`src/rtl/v_lane_subtractor_if.sv`:
```
// Request/response bundle for v_lane_subtractor: operands and sideband in,
// packed per-byte difference word plus aligned operands out, valid/ready on both sides.
interface v_lane_subtractor_if #(
  parameter int REQ_DATA_WIDTH = 64,
  parameter int SEW_WIDTH      = 2
);
  logic                        in_valid;
  logic                        in_ready;
  logic [REQ_DATA_WIDTH-1:0]   vec0;
  logic [REQ_DATA_WIDTH-1:0]   vec1;
  logic [SEW_WIDTH-1:0]        sew;
  logic                        is_signed;
  logic                        reverse;
  logic                        minMax_sel_in;

  logic                        out_valid;
  logic                        out_ready;
  logic [REQ_DATA_WIDTH+16:0]  sub_result;
  logic [REQ_DATA_WIDTH-1:0]   vec0_out;
  logic [REQ_DATA_WIDTH-1:0]   vec1_out;
  logic [SEW_WIDTH-1:0]        sew_out;
  logic                        minMax_sel;

  modport master (
    output in_valid, vec0, vec1, sew, is_signed, reverse, minMax_sel_in, out_ready,
    input  in_ready, out_valid, sub_result, vec0_out, vec1_out, sew_out, minMax_sel
  );

  modport slave (
    input  in_valid, vec0, vec1, sew, is_signed, reverse, minMax_sel_in, out_ready,
    output in_ready, out_valid, sub_result, vec0_out, vec1_out, sew_out, minMax_sel
  );
endinterface

```
`src/rtl/v_lane_subtractor.sv`:
```
// SEW-segmented carry-select subtractor, 2-stage valid/ready pipe (accept cycle N -> out_valid N+2);
// each stage holds until downstream takes it, in_ready follows out_ready combinationally.
module v_lane_subtractor #(
  parameter int REQ_DATA_WIDTH = 64,
  parameter int SEW_WIDTH      = 2,
  parameter int REQ_BE_WIDTH   = REQ_DATA_WIDTH / 8,
  parameter bit ENABLE_64_BIT  = 1'b0
) (
  input  logic          clk,
  input  logic          rst,
  v_lane_subtractor_if.slave io
);
  localparam int RW = REQ_DATA_WIDTH + 17;
  localparam int BE = REQ_BE_WIDTH;

  // Stage 1 state
  logic                          s1_vld_q,  s1_vld_d;
  logic [REQ_DATA_WIDTH-1:0]     s1_vec0_q, s1_vec0_d;
  logic [REQ_DATA_WIDTH-1:0]     s1_vec1_q, s1_vec1_d;
  logic [SEW_WIDTH-1:0]          s1_sew_q,  s1_sew_d;
  logic                          s1_mm_q,   s1_mm_d;
  logic [BE-1:0]                 s1_xs_q,   s1_xs_d;
  logic [BE-1:0]                 s1_ys_q,   s1_ys_d;
  logic [BE-1:0][8:0]            s1_d0_q,   s1_d0_d;
  logic [BE-1:0][8:0]            s1_d1_q,   s1_d1_d;

  // Stage 2 state (drives the outputs directly)
  logic                          s2_vld_q,  s2_vld_d;
  logic [RW-1:0]                 s2_res_q,  s2_res_d;
  logic [REQ_DATA_WIDTH-1:0]     s2_vec0_q, s2_vec0_d;
  logic [REQ_DATA_WIDTH-1:0]     s2_vec1_q, s2_vec1_d;
  logic [SEW_WIDTH-1:0]          s2_sew_q,  s2_sew_d;
  logic                          s2_mm_q,   s2_mm_d;

  logic                          s2_adv;
  logic                          in_rdy;
  logic                          accept;

  logic [BE-1:0][7:0]            byte_x;
  logic [BE-1:0][7:0]            byte_y;
  logic [BE-1:0][8:0]            byte_d0;
  logic [BE-1:0][8:0]            byte_d1;
  logic [BE-1:0]                 byte_xs;
  logic [BE-1:0]                 byte_ys;

  logic [1:0]                    esew;
  logic [2:0]                    lane_mask;
  logic                          borrow;
  logic                          bin;
  logic                          lane_low;
  logic                          lane_top;
  logic [8:0]                    sel;
  logic [RW-1:0]                 res_c;

  // Per-byte differences for both borrow-in values; the sign bits only matter at element tops.
  always_comb begin
    byte_x  = '0;
    byte_y  = '0;
    byte_d0 = '0;
    byte_d1 = '0;
    byte_xs = '0;
    byte_ys = '0;
    for (int i = 0; i < BE; i++) begin
      byte_x[i]  = io.reverse ? io.vec1[8*i +: 8] : io.vec0[8*i +: 8];
      byte_y[i]  = io.reverse ? io.vec0[8*i +: 8] : io.vec1[8*i +: 8];
      byte_d0[i] = {1'b0, byte_x[i]} - {1'b0, byte_y[i]};
      byte_d1[i] = {1'b0, byte_x[i]} - {1'b0, byte_y[i]} - 9'd1;
      byte_xs[i] = io.is_signed & byte_x[i][7];
      byte_ys[i] = io.is_signed & byte_y[i][7];
    end
  end

  // SEW=64 folds to 32-bit elements unless enabled and the datapath is wide enough.
  always_comb begin
    esew = s1_sew_q[1:0];
    if (s1_sew_q[1:0] == 2'd3 && (!ENABLE_64_BIT || REQ_DATA_WIDTH == 32)) begin
      esew = 2'd2;
    end
    lane_mask = 3'((4'd1 << esew) - 4'd1);
  end

  // Borrow chain restarts at each element's lowest byte; the top byte carries D[SEW].
  always_comb begin
    res_c    = '0;
    borrow   = 1'b0;
    bin      = 1'b0;
    lane_low = 1'b0;
    lane_top = 1'b0;
    sel      = '0;
    for (int i = 0; i < BE; i++) begin
      lane_low = ((3'(i) & lane_mask) == 3'd0);
      lane_top = ((3'(i) & lane_mask) == lane_mask);
      bin      = lane_low ? 1'b0 : borrow;
      sel      = bin ? s1_d1_q[i] : s1_d0_q[i];
      borrow   = sel[8];
      res_c[10*i +: 10] = {lane_top ? (s1_xs_q[i] ^ s1_ys_q[i] ^ sel[8]) : sel[8],
                           sel[7:0], 1'b0};
    end
  end

  always_comb begin
    s2_adv = !s2_vld_q | io.out_ready;
    in_rdy = !s1_vld_q | s2_adv;
    accept = io.in_valid & in_rdy;

    s1_vld_d  = s1_vld_q;
    s1_vec0_d = s1_vec0_q;
    s1_vec1_d = s1_vec1_q;
    s1_sew_d  = s1_sew_q;
    s1_mm_d   = s1_mm_q;
    s1_xs_d   = s1_xs_q;
    s1_ys_d   = s1_ys_q;
    s1_d0_d   = s1_d0_q;
    s1_d1_d   = s1_d1_q;
    s2_vld_d  = s2_vld_q;
    s2_res_d  = s2_res_q;
    s2_vec0_d = s2_vec0_q;
    s2_vec1_d = s2_vec1_q;
    s2_sew_d  = s2_sew_q;
    s2_mm_d   = s2_mm_q;

    if (in_rdy) begin
      s1_vld_d = io.in_valid;
    end
    if (accept) begin
      s1_vec0_d = io.vec0;
      s1_vec1_d = io.vec1;
      s1_sew_d  = io.sew;
      s1_mm_d   = io.minMax_sel_in;
      s1_xs_d   = byte_xs;
      s1_ys_d   = byte_ys;
      s1_d0_d   = byte_d0;
      s1_d1_d   = byte_d1;
    end
    if (s2_adv) begin
      s2_vld_d = s1_vld_q;
    end
    if (s2_adv && s1_vld_q) begin
      s2_res_d  = res_c;
      s2_vec0_d = s1_vec0_q;
      s2_vec1_d = s1_vec1_q;
      s2_sew_d  = s1_sew_q;
      s2_mm_d   = s1_mm_q;
    end
  end

  always_ff @(posedge clk) begin
    if (rst) begin
      s1_vld_q  <= 1'b0;
      s1_vec0_q <= '0;
      s1_vec1_q <= '0;
      s1_sew_q  <= '0;
      s1_mm_q   <= 1'b0;
      s1_xs_q   <= '0;
      s1_ys_q   <= '0;
      s1_d0_q   <= '0;
      s1_d1_q   <= '0;
      s2_vld_q  <= 1'b0;
      s2_res_q  <= '0;
      s2_vec0_q <= '0;
      s2_vec1_q <= '0;
      s2_sew_q  <= '0;
      s2_mm_q   <= 1'b0;
    end else begin
      s1_vld_q  <= s1_vld_d;
      s1_vec0_q <= s1_vec0_d;
      s1_vec1_q <= s1_vec1_d;
      s1_sew_q  <= s1_sew_d;
      s1_mm_q   <= s1_mm_d;
      s1_xs_q   <= s1_xs_d;
      s1_ys_q   <= s1_ys_d;
      s1_d0_q   <= s1_d0_d;
      s1_d1_q   <= s1_d1_d;
      s2_vld_q  <= s2_vld_d;
      s2_res_q  <= s2_res_d;
      s2_vec0_q <= s2_vec0_d;
      s2_vec1_q <= s2_vec1_d;
      s2_sew_q  <= s2_sew_d;
      s2_mm_q   <= s2_mm_d;
    end
  end

  assign io.in_ready   = in_rdy & !rst;
  assign io.out_valid  = s2_vld_q;
  assign io.sub_result = s2_res_q;
  assign io.vec0_out   = s2_vec0_q;
  assign io.vec1_out   = s2_vec1_q;
  assign io.sew_out    = s2_sew_q;
  assign io.minMax_sel = s2_mm_q;
endmodule

```
`src/flat_wrapper.sv`:
```
// flat-port wrapper written by rule: the top's interface ports become plain ports
module v_lane_subtractor_flat 
#(
  parameter int REQ_DATA_WIDTH = 64,
  parameter int SEW_WIDTH      = 2,
  parameter int REQ_BE_WIDTH   = REQ_DATA_WIDTH / 8,
  parameter bit ENABLE_64_BIT  = 1'b0
)
  (clk, rst, io_in_valid, io_vec0, io_vec1, io_sew, io_is_signed, io_reverse, io_minMax_sel_in, io_out_ready, io_in_ready, io_out_valid, io_sub_result, io_vec0_out, io_vec1_out, io_sew_out, io_minMax_sel);
  v_lane_subtractor_if #(.REQ_DATA_WIDTH(REQ_DATA_WIDTH), .SEW_WIDTH(SEW_WIDTH)) io_i ();
  input  logic clk;
  input  logic rst;
  input wire logic [$bits(io_i.in_valid)-1:0] io_in_valid;
  input wire logic [$bits(io_i.vec0)-1:0] io_vec0;
  input wire logic [$bits(io_i.vec1)-1:0] io_vec1;
  input wire logic [$bits(io_i.sew)-1:0] io_sew;
  input wire logic [$bits(io_i.is_signed)-1:0] io_is_signed;
  input wire logic [$bits(io_i.reverse)-1:0] io_reverse;
  input wire logic [$bits(io_i.minMax_sel_in)-1:0] io_minMax_sel_in;
  input wire logic [$bits(io_i.out_ready)-1:0] io_out_ready;
  output wire logic [$bits(io_i.in_ready)-1:0] io_in_ready;
  output wire logic [$bits(io_i.out_valid)-1:0] io_out_valid;
  output wire logic [$bits(io_i.sub_result)-1:0] io_sub_result;
  output wire logic [$bits(io_i.vec0_out)-1:0] io_vec0_out;
  output wire logic [$bits(io_i.vec1_out)-1:0] io_vec1_out;
  output wire logic [$bits(io_i.sew_out)-1:0] io_sew_out;
  output wire logic [$bits(io_i.minMax_sel)-1:0] io_minMax_sel;
  assign io_i.in_valid = io_in_valid;
  assign io_i.vec0 = io_vec0;
  assign io_i.vec1 = io_vec1;
  assign io_i.sew = io_sew;
  assign io_i.is_signed = io_is_signed;
  assign io_i.reverse = io_reverse;
  assign io_i.minMax_sel_in = io_minMax_sel_in;
  assign io_i.out_ready = io_out_ready;
  assign io_in_ready = io_i.in_ready;
  assign io_out_valid = io_i.out_valid;
  assign io_sub_result = io_i.sub_result;
  assign io_vec0_out = io_i.vec0_out;
  assign io_vec1_out = io_i.vec1_out;
  assign io_sew_out = io_i.sew_out;
  assign io_minMax_sel = io_i.minMax_sel;
  v_lane_subtractor #(.REQ_DATA_WIDTH(REQ_DATA_WIDTH), .SEW_WIDTH(SEW_WIDTH), .REQ_BE_WIDTH(REQ_BE_WIDTH), .ENABLE_64_BIT(ENABLE_64_BIT)) u_core (.clk(clk), .rst(rst), .io(io_i));
endmodule
```
`config.mk`:
```
export PLATFORM = sky130hd
export DESIGN_NAME = v_lane_subtractor_flat
export DESIGN_NICKNAME = d
export VERILOG_FILES = /design/src/rtl/v_lane_subtractor_if.sv /design/src/rtl/v_lane_subtractor.sv /design/src/flat_wrapper.sv
export SDC_FILE = /design/constraint.sdc
export NUM_CORES = 1
export LEC_CHECK = 0
export ABC_CLOCK_PERIOD_IN_PS = 9920
export BUFFER_PORTS_ARGS = -buffer_cell sky130_fd_sc_hd__buf_2
export CAP_MARGIN = 10
export CORE_AREA = 4 4 240 242
export CTS_BUF_LIST = sky130_fd_sc_hd__clkbuf_8
export DETAILED_ROUTE_END_ITERATION = 7
export DIE_AREA = 0 0 244 246
export PLACE_DENSITY = 0.64
export REMOVE_ABC_BUFFERS = 1
export SLEW_MARGIN = 40
export SYNTH_ARGS = -nofsm -noshare
export SYNTH_HDL_FRONTEND = slang
export SYNTH_SLANG_ARGS = --single-unit
```
`constraint.sdc`:
```
create_clock -name clk -period 9.92 [get_ports clk]
set_input_delay 1.488 -clock clk [delete_from_list [all_inputs] [get_ports clk]]
set_output_delay 1.488 -clock clk [all_outputs]
set_load 0.02 [all_outputs]
```
==> impl_metrics.tcl, run 1 <==
set metrics [dict create \
    outcome "finished, final reports clean" \
    layout_min_cycle_time_ps 5040 \
    core-area_um2 55100 \
    netlist.area_leader.share_pct 43.5 \
    floorplan.die_area_um2 60000 \
    globalplace.congestion 0.823 \
    detail_route.wl_per_cell_um 16.1 \
    detail_route.drc_violations 0 \
    max-vdd-ir-drop_mv 0.123 \
    finalWirelength_mm 60.9 \
    layout_cell_share_with_drive_strength_beyond_1_pct 18.9 \
    vias 19600 \
    power_density_nw_per_um2 190 \
    async_reset_ff_share_pct 0 \
    globalRouteOverflowTotal 0 \
    n_fill_cell 5412 \
    ant_nets 0 \
    grt_setup_unrepaired "no" \
    clkSinkCount 478 \
    portBuffers 341 \
    synth_seq_cells 478 \
    yosysSeqAreaShare_pct 43.5 \
    cts_h_tree_depth 3 \
    vias_in_the_first_global_route 19000 \
    power.static_leakage_uw 0.0109 \
    crit_required_ps 10450 \
    syn-mean-instance-area_um2 8.11 \
    multiInputGateArea_um2 11600 \
    worstSetupEndpointType "flip-flop" \
    post_synth_num_cell_types 73 \
    netlist_top_cells_area "sky130_fd_sc_hd__dfxtp_1 44%, sky130_fd_sc_hd__nand2_1 12%, sky130_fd_sc_hd__a21oi_1 9.1%" \
    cts_tree "yes" \
    final-setup-viol-count 0 \
    timing.slew.headroom_pct 45.2 \
    netlist_area_um2 22000 \
    max_freq_ghz 0.198 \
    hp-class "flip-flop to flip-flop" \
    skew_ps 39.3 \
    vias_per_cell 5.17 \
    synthesis.instances 2710 \
    worst_skew_pair_latency_ps 660 \
    timing.critical_path.fanout_max 69 \
    grt_pass1_wl_mm 98.1 \
    cts_repair_resized_insts 0 \
    syn2layout_area_growth_pct 18.1 \
    track_usage_pct 19.6 \
    grt_max_degree 124 \
    antenna_found_initial 4 \
    dpl_cell_area_um2 24200 \
    ioPinCount 351 \
    initialDrtViolationCount 1014 \
    yosys.cell_count.top_type "sky130_fd_sc_hd__nand2_1" \
    fp-row-count 86 \
    drt_pre_antenna_iters 5 \
    cts-buffers-inserted 85 \
    height_of_the_chip_um 246 \
    yosys_warnings 0 \
    post_synth_most_frequent_cells "692 x sky130_fd_sc_hd__nand2_1, 478 x sky130_fd_sc_hd__dfxtp_1, 400 x sky130_fd_sc_hd__a21oi_1, 169 x sky130_fd_sc_hd__nor2_1, 164 x sky130_fd_sc_hd__clkbuf_1" \
    timing.setup.critical_path_class "primary input to flip-flop" \
    cap_viol_max_count 0 \
    initial_utilization_pct 39.9 \
    synth-edff-count 0 \
    fin_nets 3187 \
    final-hold-violation-count 0 \
    post-cts-setup-buffer-count 0 \
    detailed_place_hpwl_mm 40.4 \
    slew_violations 0 \
    clkSlewWorstSetupHoldPaths_ps 60 \
    worst-endpoint-arrival_ps 5580 \
    start_kind "primary input" \
    reg2reg_setup_slack_ps 6760 \
    buffer_type_at_the_clock_tree_root "sky130_fd_sc_hd__clkbuf_8" \
    max-clock-path-buffers 3 \
    finish.instance_area_um2 26000 \
    pin_slew_with_the_least_headroom_to_its_limit_ps 822 \
    cts.hold.buffers_added 0 \
    ys_dominant_reg_cell "sky130_fd_sc_hd__dfxtp_1" \
    final_min_period_over_clock_period_pct 50.8 \
    post-synth-top-area-cell "sky130_fd_sc_hd__dfxtp_1" \
    report.power.total_uw 4940 \
    combined_flip_flop_and_latch_cell_area_um2 9570 \
    fp.dieW_um 244 \
]
-- cell families after synthesis --
logic type | Yosys count | synth area share [%]
mux | 166 | 7.91
fa+ha+maj | 77 | 4.65
flops | 478 | 43.5
simple gates | 1026 | 19.3
buf+inv | 236 | 4.20
xor+xnor | 69 | 2.75
other cells | 1 | 0.0171
compound gates | 657 | 17.6
-- worst paths after layout --
check / from / depth (start not counted) / to
worst max-delay path: io_reverse / 10 / u_core.s1_d1_q[53]$_SDFFE_PP0P_
worst min-delay path: u_core.s1_vec0_q[61]$_SDFFE_PP0P_ / 2 / u_core.io.vec0_out[61]$_SDFFE_PP0P_
worst max register to register: u_core.s1_vld_q$_SDFFE_PP0N_ / 7 / u_core.res_c[7]$_SDFFE_PP0P_
worst min register to register: u_core.s1_vec0_q[61]$_SDFFE_PP0P_ / 2 / u_core.io.vec0_out[61]$_SDFFE_PP0P_
-- flip-flops by register name (all words and copies together), names as in the netlist --
| name | count |
|---|---|
| u_core.s1_vec1_q | 64 |
| u_core.s1_ys_q | 8 |
| u_core.s1_vec0_q | 64 |
| u_core.s1_d1_q | 54 |
| u_core.s1_mm_q | 1 |
| u_core.io.sub_result | 72 |
| u_core.io.vec0_out | 64 |
| u_core.s1_vld_q | 1 |
| u_core.s1_xs_q | 8 |
| u_core.io.sew_out | 2 |
| u_core.s1_d0_q | 64 |
| u_core.io.out_valid | 1 |
| u_core.res_c | 8 |
| u_core.s1_sew_q | 2 |
| u_core.io.minMax_sel | 1 |
| u_core.io.vec1_out | 64 |
-- area by class of cell --
cell class | instances | area share (%)
clock buffer | 100 | 5.30
clock inverter | 51 | 1.46
sequential | 478 | 36.8
timing repair buffer | 362 | 7.53
tap | 748 | 3.60
antenna | 4 | 0.0385
inverter | 42 | 0.607
multi-input combinational | 2004 | 44.6
-- worst max-delay path, stage by stage --
cell                       delay, ps
sky130_fd_sc_hd__buf_6           500
sky130_fd_sc_hd__buf_6           560
sky130_fd_sc_hd__mux2_2          450
sky130_fd_sc_hd__fa_1            480
sky130_fd_sc_hd__a21o_1          240
sky130_fd_sc_hd__a221oi_2        300
sky130_fd_sc_hd__xnor2_1         180
sky130_fd_sc_hd__or4b_4          560
sky130_fd_sc_hd__or3_1           310
sky130_fd_sc_hd__a32o_1          240
-- through the flow --
stage	hold slack, ps	util (%)	setup WS [ps]	setup TNS, ps	std cells
finish	430	47.1	4880	0	3789
detailed placement	441	43.8	4030	0	3632
CTS	429	47.0	4760	0	3783
global placement	436	43.7	4190	0	3632
global route	445	47.1	4780	0	3789
floorplan	424	-	-2380	-143710	2524
-- cells in the final DEF (no fill, tap or decap), types with 12 or more instances in the layout --
master	n
sky130_fd_sc_hd__ha_1	69
sky130_fd_sc_hd__o21a_1	14
sky130_fd_sc_hd__or3_1	20
sky130_fd_sc_hd__buf_6	12
sky130_fd_sc_hd__a311oi_1	21
sky130_fd_sc_hd__mux2i_1	104
sky130_fd_sc_hd__clkbuf_8	100
sky130_fd_sc_hd__dfxtp_1	478
sky130_fd_sc_hd__a211oi_1	71
sky130_fd_sc_hd__nor3_1	18
sky130_fd_sc_hd__nand2_1	690
sky130_fd_sc_hd__clkinv_2	12
sky130_fd_sc_hd__a31oi_1	12
sky130_fd_sc_hd__buf_2	339
sky130_fd_sc_hd__nand3_1	41
sky130_fd_sc_hd__inv_1	71
sky130_fd_sc_hd__nand2b_1	12
sky130_fd_sc_hd__mux2_2	62
sky130_fd_sc_hd__nor3b_1	12
sky130_fd_sc_hd__xor2_1	32
sky130_fd_sc_hd__o21ai_0	61
sky130_fd_sc_hd__a21oi_1	398
sky130_fd_sc_hd__xnor2_1	37
sky130_fd_sc_hd__nor2_1	167
-- power breakdown --
| part | switching (µW) | internal [µW] | total [µW] |
|---|---|---|---|
| registers | 69.9 | 2050 | 2120 |
| clock network | 821 | 1070 | 1890 |
| logic | 571 | 353 | 924 |
-- routing by layer --
layer	track usage (%)	vias to the layer above	wire length [µm]
met1	24.8	9262	27100
li1	-	9811	-
met5	0	-	0
met3	4.04	91	3300
met4	6.92	0	1460
met2	33.3	434	29000
(Power assumes the default switching activity.)
==> run 2, diff against run 1 <==
Settings changed: ABC_CLOCK_PERIOD_IN_PS 9920 to 4150, PLACE_DENSITY 0.64 to 0.67.
Clock period 9.92 ns to 4.15 ns, I/O delays scaled along.
==> impl_metrics.tcl, run 2 (synthesis results as in run 1) <==
set metrics [dict create \
    floorplan.die_area_um2 60000 \
    globalplace.congestion 0.820 \
    crit_required_ps 4680 \
    initialDrtViolationCount 1028 \
    fp.dieW_um 244 \
    height_of_the_chip_um 246 \
    pre_cts_slack_ps 391 \
    cts.hold.buffers_added 0 \
    timing.hold.worst_endpoint "u_core.s1_mm_q$_SDFFE_PP0P_" \
    fp-row-count 86 \
    drt_pre_antenna_iters 6 \
    cts_repair_resized_insts 0 \
    ioPinCount 351 \
    vias_per_cell 5.10 \
    power.static_leakage_uw 0.0110 \
    clkSinkCount 478 \
    worstSetupEndpointType "flip-flop" \
    portBuffers 341 \
    worst_skew_pair_latency_ps 660 \
    largest_register_ff_count 72 \
    grt_pass1_wl_mm 94.7 \
    layout_common_cells "690 x sky130_fd_sc_hd__nand2_1, 478 x sky130_fd_sc_hd__dfxtp_1, 398 x sky130_fd_sc_hd__a21oi_1, 339 x sky130_fd_sc_hd__buf_2, 167 x sky130_fd_sc_hd__nor2_1" \
    totalNegativeSetupSlack_ps 0 \
    clkSlewWorstSetupHoldPaths_ps 60 \
    vias_in_the_first_global_route 18100 \
    globalRouteOverflowTotal 0 \
    fin_nets 3196 \
    hp-class "primary input to flip-flop" \
    layout_min_cycle_time_ps 3120 \
    pin_slew_with_the_least_headroom_to_its_limit_ps 772 \
    syn2layout_area_growth_pct 18.8 \
    worst-endpoint-arrival_ps 3660 \
    layout_cell_share_with_drive_strength_beyond_1_pct 19.2 \
    post-cts-setup-buffer-count 0 \
    holdCritStartpoint "io_minMax_sel_in" \
    vias 19400 \
    antenna_found_initial 4 \
    critical_path.reg2reg.startpoint "u_core.s1_d0_q[44]$_SDFFE_PP0P_" \
    timing.rr.end "u_core.io.sub_result[79]$_SDFFE_PP0P_" \
    hold-path-cell-count 3 \
    final_min_period_over_clock_period_pct 75.3 \
    final-hold-violation-count 0 \
    r2r.worst_path.cells 7 \
    outcome "finished, final reports clean" \
    initial_utilization_pct 39.9 \
    finish.instance_area_um2 26100 \
    track_usage_pct 19.1 \
    cts_tree "yes" \
    start_kind "primary input" \
    core-area_um2 55100 \
    timing.setup.critical_path_class "primary input to flip-flop" \
    layout.cells.most_common "sky130_fd_sc_hd__nand2_1" \
    grt_setup_unrepaired "no" \
    power_density_nw_per_um2 450 \
    max-clock-path-buffers 3 \
    timing.critical_path.fanout_max 30 \
    ant_nets 0 \
    detail_route.drc_violations 0 \
    max_freq_ghz 0.320 \
    slew_violations 0 \
    skew_ps 27.7 \
    timing.final.ws_setup_ps 1030 \
    buffer_type_at_the_clock_tree_root "sky130_fd_sc_hd__clkbuf_8" \
    finalWirelength_mm 59.7 \
    max-vdd-ir-drop_mv 0.211 \
    cts-buffers-inserted 83 \
    cap_viol_max_count 0 \
    grt_max_degree 183 \
    final-setup-viol-count 0 \
    postLayoutCoreUtil_pct 47.4 \
    detailed_place_hpwl_mm 39.8 \
    reg2reg_setup_slack_ps 1740 \
    detail_route.wl_per_cell_um 15.7 \
    n_fill_cell 5556 \
    cts_h_tree_depth 3 \
    timing.slew.headroom_pct 48.5 \
    dpl_cell_area_um2 24300 \
]
-- run 2: power by group --
group	switching (µW)	total, µW	internal, µW
logic	1360	2230	868
clock network	1930	4450	2520
registers	160	5070	4910
-- run 2: worst max path at each step --
stage	from	to	slack, ps	cells after the start
2_1_floorplan	io_out_ready	u_core.s1_d1_q[16]$_SDFFE_PP0P_	-7280	5
3_3_place_gp	io_reverse	u_core.s1_d1_q[25]$_SDFFE_PP0P_	440	11
3_5_place_dp	io_reverse	u_core.s1_d1_q[25]$_SDFFE_PP0P_	390	11
4_1_cts	io_reverse	u_core.s1_d1_q[25]$_SDFFE_PP0P_	1140	11
5_1_grt	io_reverse	u_core.s1_d1_q[26]$_SDFFE_PP0P_	810	10
6_report	io_reverse	u_core.s1_d1_q[17]$_SDFFE_PP0P_	1030	10
-- run 2: final cells by class --
cell class	count	area, µm²	share of cell area, %
diodes	5	12.5	0.0479
repair buffers	373	2120	8.12
multi-input cells	2004	11600	44.3
clock inverters	42	265	1.02
flip-flops and latches	478	9570	36.6
well taps	748	936	3.58
inverters	42	158	0.604
clock buffers	108	1490	5.69
-- run 2: per-layer routing --
metal | global-route usage [%] | share of wire [%] | wire [µm] | vias up
met2 | 31.9 | 48 | 28400 | 411
met4 | 5.92 | 1.8 | 1060 | 0
li1 | - | - | - | 9837
met5 | 0 | 0 | 0 | -
met1 | 24.6 | 45 | 26700 | 9079
met3 | 4.35 | 5.8 | 3490 | 64
-- run 2: stage by stage --
stage / total power [µW] / hold WS [ps] / std cells
floorplan: 6720 / 424 / 2524
global placement: 7360 / 438 / 3644
detailed placement: 7390 / 442 / 3644
CTS: 11900 / 125 / 3794
global route: 12400 / 180 / 3799
finish: 11700 / 211 / 3800
-- run 2: critical path, cell delays in order --
cell and delay, ps:
sky130_fd_sc_hd__buf_6 280, sky130_fd_sc_hd__buf_12 260, sky130_fd_sc_hd__mux2_2 360, sky130_fd_sc_hd__ha_1 340, sky130_fd_sc_hd__nor2b_1 160, sky130_fd_sc_hd__o311ai_0 570, sky130_fd_sc_hd__a21oi_1 180, sky130_fd_sc_hd__a2111oi_0 600
sky130_fd_sc_hd__nand2b_1 180, sky130_fd_sc_hd__nand3_1 60
